<file path="src/rtl/pad_ctrl_pkg.sv">
// Shared types for the pad controller.
//   lane_state_e : per-lane direction FSM states
//   lane_cfg_t   : per-lane request from the register file / pad mux
//   lane_pad_t   : per-lane drive pins towards the pad frame
package pad_ctrl_pkg;

    typedef enum logic [1:0] {
        StIn      = 2'd0,
        StTurnOut = 2'd1,
        StOut     = 2'd2,
        StTurnIn  = 2'd3
    } lane_state_e;

    typedef struct packed {
        logic dir_req;
        logic out_val;
        logic pull_en;
        logic pull_dn;
    } lane_cfg_t;

    typedef struct packed {
        logic oen;
        logic i;
        logic pen;
        logic puen;
    } lane_pad_t;

    // Driver off, data low, pull-up enabled (pen is active-low).
    localparam lane_pad_t PadReset = '{oen: 1'b1, i: 1'b0, pen: 1'b0, puen: 1'b0};

    // Width of a down-counter that must hold values up to n-1 (at least 1 bit).
    function automatic int unsigned cnt_width(input int unsigned n);
        if (n <= 1) begin
            return 1;
        end
        return $clog2(n);
    endfunction

endpackage

</file>
<file path="src/rtl/pad_ctrl_lane.sv">
// One pad lane: direction FSM with break-before-make turnaround, 2-flop
// receive synchroniser, glitch filter and edge detection.
//   clk_i, rst_ni : clock, asynchronous active-low reset
//   cfg_i         : direction / output value / pull request
//   pad_ctl_o     : registered OEN/I/PEN/PUEN towards the pad
//   pad_in_i      : raw, asynchronous pad receiver output
//   rx_val_o      : filtered received level
//   rise_o/fall_o : one-cycle filtered edge events, only while in StIn
//   busy_o        : lane is turning around
module pad_ctrl_lane
    import pad_ctrl_pkg::*;
#(
    parameter int unsigned DeadCycles   = 2,
    parameter int unsigned FilterCycles = 4
) (
    input  logic      clk_i,
    input  logic      rst_ni,
    input  lane_cfg_t cfg_i,
    output lane_pad_t pad_ctl_o,
    input  logic      pad_in_i,
    output logic      rx_val_o,
    output logic      rise_o,
    output logic      fall_o,
    output logic      busy_o
);

    localparam int unsigned DeadW = cnt_width(DeadCycles);
    localparam int unsigned FiltW = $clog2(FilterCycles + 1);
    localparam logic [DeadW-1:0] DeadLoad = DeadW'(DeadCycles - 1);
    localparam logic [FiltW-1:0] FiltThr  = FiltW'((FilterCycles >= 2) ? FilterCycles - 2 : 0);
    localparam bit SingleSample = (FilterCycles == 1);

    // ---------------- direction FSM ----------------
    lane_state_e      state_q, state_d;
    logic [DeadW-1:0] dead_q, dead_d;
    lane_pad_t        pad_q, pad_d;
    logic             busy_q, busy_d;

    always_comb begin
        state_d = state_q;
        dead_d  = dead_q;
        pad_d   = pad_q;
        busy_d  = busy_q;
        unique case (state_q)
            StIn: begin
                pad_d.oen = 1'b1;
                if (cfg_i.dir_req) begin
                    // Pull released on the same edge the data is staged.
                    state_d   = StTurnOut;
                    dead_d    = DeadLoad;
                    busy_d    = 1'b1;
                    pad_d.pen = 1'b1;
                    pad_d.i   = cfg_i.out_val;
                end else begin
                    busy_d     = 1'b0;
                    pad_d.pen  = ~cfg_i.pull_en;
                    pad_d.puen = cfg_i.pull_dn;
                end
            end
            StTurnOut: begin
                pad_d.i = cfg_i.out_val;
                if (dead_q == '0) begin
                    state_d   = StOut;
                    busy_d    = 1'b0;
                    pad_d.oen = 1'b0;
                end else begin
                    dead_d = dead_q - 1'b1;
                end
            end
            StOut: begin
                pad_d.i = cfg_i.out_val;
                if (!cfg_i.dir_req) begin
                    // Driver off first; pull stays off until the dead time expires.
                    state_d   = StTurnIn;
                    dead_d    = DeadLoad;
                    busy_d    = 1'b1;
                    pad_d.oen = 1'b1;
                end
            end
            StTurnIn: begin
                if (dead_q == '0) begin
                    state_d    = StIn;
                    busy_d     = 1'b0;
                    pad_d.pen  = ~cfg_i.pull_en;
                    pad_d.puen = cfg_i.pull_dn;
                end else begin
                    dead_d = dead_q - 1'b1;
                end
            end
            default: begin
                state_d = StIn;
                pad_d   = PadReset;
                busy_d  = 1'b0;
            end
        endcase
    end

    always_ff @(posedge clk_i or negedge rst_ni) begin
        if (!rst_ni) begin
            state_q <= StIn;
            dead_q  <= '0;
            pad_q   <= PadReset;
            busy_q  <= 1'b0;
        end else begin
            state_q <= state_d;
            dead_q  <= dead_d;
            pad_q   <= pad_d;
            busy_q  <= busy_d;
        end
    end

    // ---------------- receive path ----------------
    logic [1:0]       sync_q;
    logic [FiltW-1:0] filt_q, filt_d;
    logic             rx_q, rx_d;
    logic             rise_q, rise_d;
    logic             fall_q, fall_d;
    logic             toggle;

    // filt_q counts consecutive stage-2 samples that differ from rx_q. The
    // stage-1 sample is counted as the newest one, so the level changes on
    // the edge FilterCycles+1 after the pad first presents a new stable value.
    always_comb begin
        toggle = (sync_q[0] != rx_q) &&
                 (SingleSample || ((sync_q[1] != rx_q) && (filt_q >= FiltThr)));
        if (toggle) begin
            filt_d = '0;
        end else if (sync_q[1] != rx_q) begin
            filt_d = filt_q + 1'b1;
        end else begin
            filt_d = '0;
        end
        rx_d   = rx_q ^ toggle;
        rise_d = toggle && (state_q == StIn) && !rx_q;
        fall_d = toggle && (state_q == StIn) && rx_q;
    end

    always_ff @(posedge clk_i or negedge rst_ni) begin
        if (!rst_ni) begin
            sync_q <= 2'b11;
            filt_q <= '0;
            rx_q   <= 1'b1;
            rise_q <= 1'b0;
            fall_q <= 1'b0;
        end else begin
            sync_q <= {sync_q[0], pad_in_i};
            filt_q <= filt_d;
            rx_q   <= rx_d;
            rise_q <= rise_d;
            fall_q <= fall_d;
        end
    end

    assign pad_ctl_o = pad_q;
    assign busy_o    = busy_q;
    assign rx_val_o  = rx_q;
    assign rise_o    = rise_q;
    assign fall_o    = fall_q;

endmodule

</file>
<file path="src/rtl/pad_ctrl.sv">
// Bank of NumPads independent pad lanes between the register file / pad mux
// and the pad frame.
//   dir_req_i/out_val_i/pull_en_i/pull_dn_i : per-lane requests
//   pad_oen_o/pad_i_o/pad_pen_o/pad_puen_o  : registered pad drive pins
//   pad_o_i                                 : raw pad receiver outputs
//   rx_val_o/rise_o/fall_o                  : filtered level and edge events
//   busy_o                                  : lane turnaround in progress
module pad_ctrl
    import pad_ctrl_pkg::*;
#(
    parameter int unsigned NumPads      = 8,
    parameter int unsigned DeadCycles   = 2,
    parameter int unsigned FilterCycles = 4
) (
    input  logic               clk_i,
    input  logic               rst_ni,
    input  logic [NumPads-1:0] dir_req_i,
    input  logic [NumPads-1:0] out_val_i,
    input  logic [NumPads-1:0] pull_en_i,
    input  logic [NumPads-1:0] pull_dn_i,
    output logic [NumPads-1:0] pad_oen_o,
    output logic [NumPads-1:0] pad_i_o,
    output logic [NumPads-1:0] pad_pen_o,
    output logic [NumPads-1:0] pad_puen_o,
    input  logic [NumPads-1:0] pad_o_i,
    output logic [NumPads-1:0] rx_val_o,
    output logic [NumPads-1:0] rise_o,
    output logic [NumPads-1:0] fall_o,
    output logic [NumPads-1:0] busy_o
);

    for (genvar g = 0; g < NumPads; g++) begin : g_lane
        lane_cfg_t cfg;
        lane_pad_t pad;

        assign cfg = '{
            dir_req: dir_req_i[g],
            out_val: out_val_i[g],
            pull_en: pull_en_i[g],
            pull_dn: pull_dn_i[g]
        };

        pad_ctrl_lane #(
            .DeadCycles   (DeadCycles),
            .FilterCycles (FilterCycles)
        ) u_lane (
            .clk_i     (clk_i),
            .rst_ni    (rst_ni),
            .cfg_i     (cfg),
            .pad_ctl_o (pad),
            .pad_in_i  (pad_o_i[g]),
            .rx_val_o  (rx_val_o[g]),
            .rise_o    (rise_o[g]),
            .fall_o    (fall_o[g]),
            .busy_o    (busy_o[g])
        );

        assign pad_oen_o[g]  = pad.oen;
        assign pad_i_o[g]    = pad.i;
        assign pad_pen_o[g]  = pad.pen;
        assign pad_puen_o[g] = pad.puen;
    end

endmodule

</file>
<file path="config.mk">
export PLATFORM = sky130hd
export DESIGN_NAME = pad_ctrl
export DESIGN_NICKNAME = d
export VERILOG_FILES = /design/src/rtl/pad_ctrl_pkg.sv /design/src/rtl/pad_ctrl_lane.sv /design/src/rtl/pad_ctrl.sv
export SDC_FILE = /design/constraint.sdc
export NUM_CORES = 1
export LEC_CHECK = 0
export CAP_MARGIN = 30
export CELL_PAD_IN_SITES_DETAIL_PLACEMENT = 1
export CELL_PAD_IN_SITES_GLOBAL_PLACEMENT = 2
export CORE_MARGIN = 2
export CORE_UTILIZATION = 36
export CTS_BUF_LIST = sky130_fd_sc_hd__clkbuf_2 sky130_fd_sc_hd__clkbuf_4 sky130_fd_sc_hd__clkbuf_8
export DETAILED_ROUTE_END_ITERATION = 8
export PLACE_DENSITY = 0.84
export SETUP_SLACK_MARGIN = 0.15
export SYNTH_ARGS = -nofsm -noshare
export SYNTH_HDL_FRONTEND = slang
export SYNTH_HIERARCHICAL = 1
export SYNTH_SLANG_ARGS = --single-unit
</file>
<file path="constraint.sdc">
create_clock -name clk_i -period 1.8 [get_ports clk_i]
set_clock_uncertainty 0.1 [all_clocks]
set_input_delay 0.27 -clock clk_i [delete_from_list [all_inputs] [get_ports clk_i]]
set_output_delay 0.27 -clock clk_i [all_outputs]
set_load 0.01 [all_outputs]
</file>
==> metrics.cfg, run 1 <==
[placed_design]
place_hpwl_um=11190
portBuffers=105
placed_cells=966
gp_congestion=0.8164

[final_layout]
fill_cells=2008
multi_input_area_um2=3353
final_cell_mix=dfrtp_1, o21ai_0, nor2_1
diodes=0
stdcell_count=1018
final_common_cell=dfrtp_1
layout.nets=869
layout-drive-gt1-share_pct=22.05
area_growth_pct=29.40
regArea_um2=3244

[critical_path]
cp-start-kind=register
cp_max_fo=3
cp.required_ns=2.06
critPathKind=reg2reg
cp.arrival_ns=1.85
end_kind=register

[yosys]
yosysTopAreaCellShare_pct=35.96
synth_cell_types=39
syn_inst=638
synth-warning-count=6
yosysTopAreaCell=dfrtp_1
yosysSeqAreaShare_pct=48.54
syn_area_per_cell_um2=10.47
synth.area.top_cells=dfrtp_1, dfstp_2, ha_1, o21ai_0, nor2_1
syn-num-nets=731
ys_seq_elements=128
synth_area_um2=6681

[global_routing]
grt_pass1_wl_um=27310
grt_pass1_vias=5717
grt_max_degree=72
overflow=0
track_usage_pct=16.84
antenna_found_initial=0

[power]
p_per_area_nw_per_um2=1665
power_frac_comb_pct=48.5
leakage_nw=4.064
power_frac_clock_pct=17.3
seqPwrFrac_pct=34.2
intPower_w=0.008853
sw_frac_of_total_pct=38.51
switching_power_w=0.005544
ir_worst_vdd_mv=0.7377

[detailed_routing]
viasPerCell=5.109
first_pass_iters=4
avgRoutedWirePerCell_um=15.51
drt_iter0_drc=153
drt_wl_total_um=15790
drc_errors=0
vias=5201
ant_nets=0

[sta]
drv_slew=0
period_needed_ns=1.592
setup_tns_ns=0
slew_headroom_pct=73.97
fmax_mhz=628.1
fin_crit_sh_pct=88.45
rsz0062_at_grt=true
tightest_slew_ns=0.3892
finalSetupViolations=0
hold_viol_final=0

[cts]
clock_sinks=128
cts_tree=built
root_buffer=clkbuf_8
h-tree-depth=4
clk_path_buf_depth=2
insertion_delay_ns=0.43
cts_buffers=17
clkTransAtPathRegs_ns=0.07

[min_path]
hp-class=in2async

[floorplanning]
die_x_um=140.2
die_area_um2=19670
die_y_um=140.2
start_util_pct=36.94
std_cell_rows=49
placeableCoreArea_um2=18090
num_io_pins=106

[job]
cap_violations=0

[run_status]
status=complete, no violations

power groups by stage:
stage                     clock [W]  combinational (W)  sequential (W)
final                       0.00249            0.00698         0.00493
after global routing        0.00273            0.00785         0.00512
after CTS                   0.00260            0.00661         0.00492
after detailed placement          0            0.00669         0.00504
after global placement            0            0.00636         0.00494
after floorplan                   0            0.00421         0.00501
kinds of logic (layout without fill, tap and decap cells):
family                   after synthesis  after routing  synth area share (%)
buffers and inverters                 47            198                 3.165
AND/OR/NAND/NOR                      176            176                 13.28
XOR/XNOR                              21             21                 2.753
adder cells (fa/ha/maj)               51             51                 9.551
multiplexers                          22             22                 4.213
flip-flops                           128            128                 48.54
AO/OA/AOI/OAI                        193            193                 18.50
state kept, by name (all words and copies together) (netlist names), named ones only:
signal,cells
g_lane.u_lane/busy_o,8
g_lane.u_lane/dead_q,8
g_lane.u_lane/fall_o,8
g_lane.u_lane/filt_q,24
g_lane.u_lane/pad_ctl_o,32
g_lane.u_lane/rise_o,8
g_lane.u_lane/state_q,16
g_lane.u_lane/sync_q,16
routing by layer:
metal | wire length, um | share of wire [%] | vias to the layer above | global-route usage [%]
met5 | 0 | 0 | - | 0
li1 | - | - | 2529 | -
met2 | 8136 | 52 | 72 | 30.47
met3 | 571 | 3.6 | 11 | 4.718
met1 | 6947 | 44 | 2589 | 20.00
met4 | 132 | 0.84 | 0 | 3.509
cell usage after synthesis (all sizes together):
master and count:
o211a 5, o21bai 5, or3 3, a31o 5, dfstp 32, mux2 19, a21o 16, nand2 46
nor2b 24, o21ai 68, nand3 3, a211o 3, mux2i 3, xnor2 6, a311oi 8, ha 51
inv 29, a211oi 16, a22oi 5, nor3 8, o211ai 5, o22ai 5, xor2 15, a31oi 5
nor2 55, a32o 5, dfrtp 96, a21oi 42, buf 18, and2 3, and3 16, nand2b 13
nor4 5
worst paths after layout:
check | start | endpoint | slack (ns) | cells past startpoint
max | g_lane[7].u_lane/filt_q[1] | g_lane[7].u_lane/filt_q[1] | 0.21 | 4
min in group clk_i | pad_o_i[3] | g_lane[3].u_lane/sync_q[0] | 0.14 | 1
min reg2reg | g_lane[5].u_lane/sync_q[0] | g_lane[5].u_lane/sync_q[1] | 0.30 | 0
max reg2reg | g_lane[7].u_lane/filt_q[1] | g_lane[7].u_lane/filt_q[1] | 0.21 | 4
min | rst_ni | g_lane[3].u_lane/pad_ctl_o[0] | 0.08 | 2
max in group asynchronous | rst_ni | g_lane[5].u_lane/pad_ctl_o[3] | 0.91 | 3
cell type report:
cell class / count / area share, %
well taps: 229 / 3.314
flip-flops and latches: 128 / 37.53
multi-input cells: 463 / 38.78
clock inverters: 10 / 1.274
clock buffers: 22 / 3.357
inverters: 29 / 1.259
repair buffers: 137 / 14.49
critical path: stages (launching register included):
cell     delay [ns]
dfrtp_1        0.41
ha_2           0.17
or3_4          0.37
a211o_1        0.36
nor2_2         0.12
per-stage QoR:
stage	area, um2	util (%)	total power [W]	worst slack (ns)	hold slack (ns)
6_report	8646	47.80	0.01440	0.2080	0.07560
5_1_grt	8646	47.80	0.01569	0.1111	0.04379
4_1_cts	8451	46.72	0.01413	0.05601	0.03555
3_5_place_dp	8029	44.39	0.01172	0.04982	-0.02284
3_3_place_gp	8029	44.39	0.01130	0.07416	-0.02468
2_1_floorplan	6681	-	0.009212	0.2325	-0.1256
timing repair:
action / in CTS / in global routing
buffers inserted: 8 / 11
pin swaps: 0 / 12
hold buffers: 1 / 0
setup endpoints to repair: 82 / 47
endpoints found under the hold margin: 96 / 0
gates resized for setup: 87 / 45
(Power assumes the default switching activity.)
==> run 2, diff against run 1 <==
SLEW_MARGIN = 20   (was default)
==> results of run 2 <==
The final DEF is identical to that of run 1; final timing and power are the same.
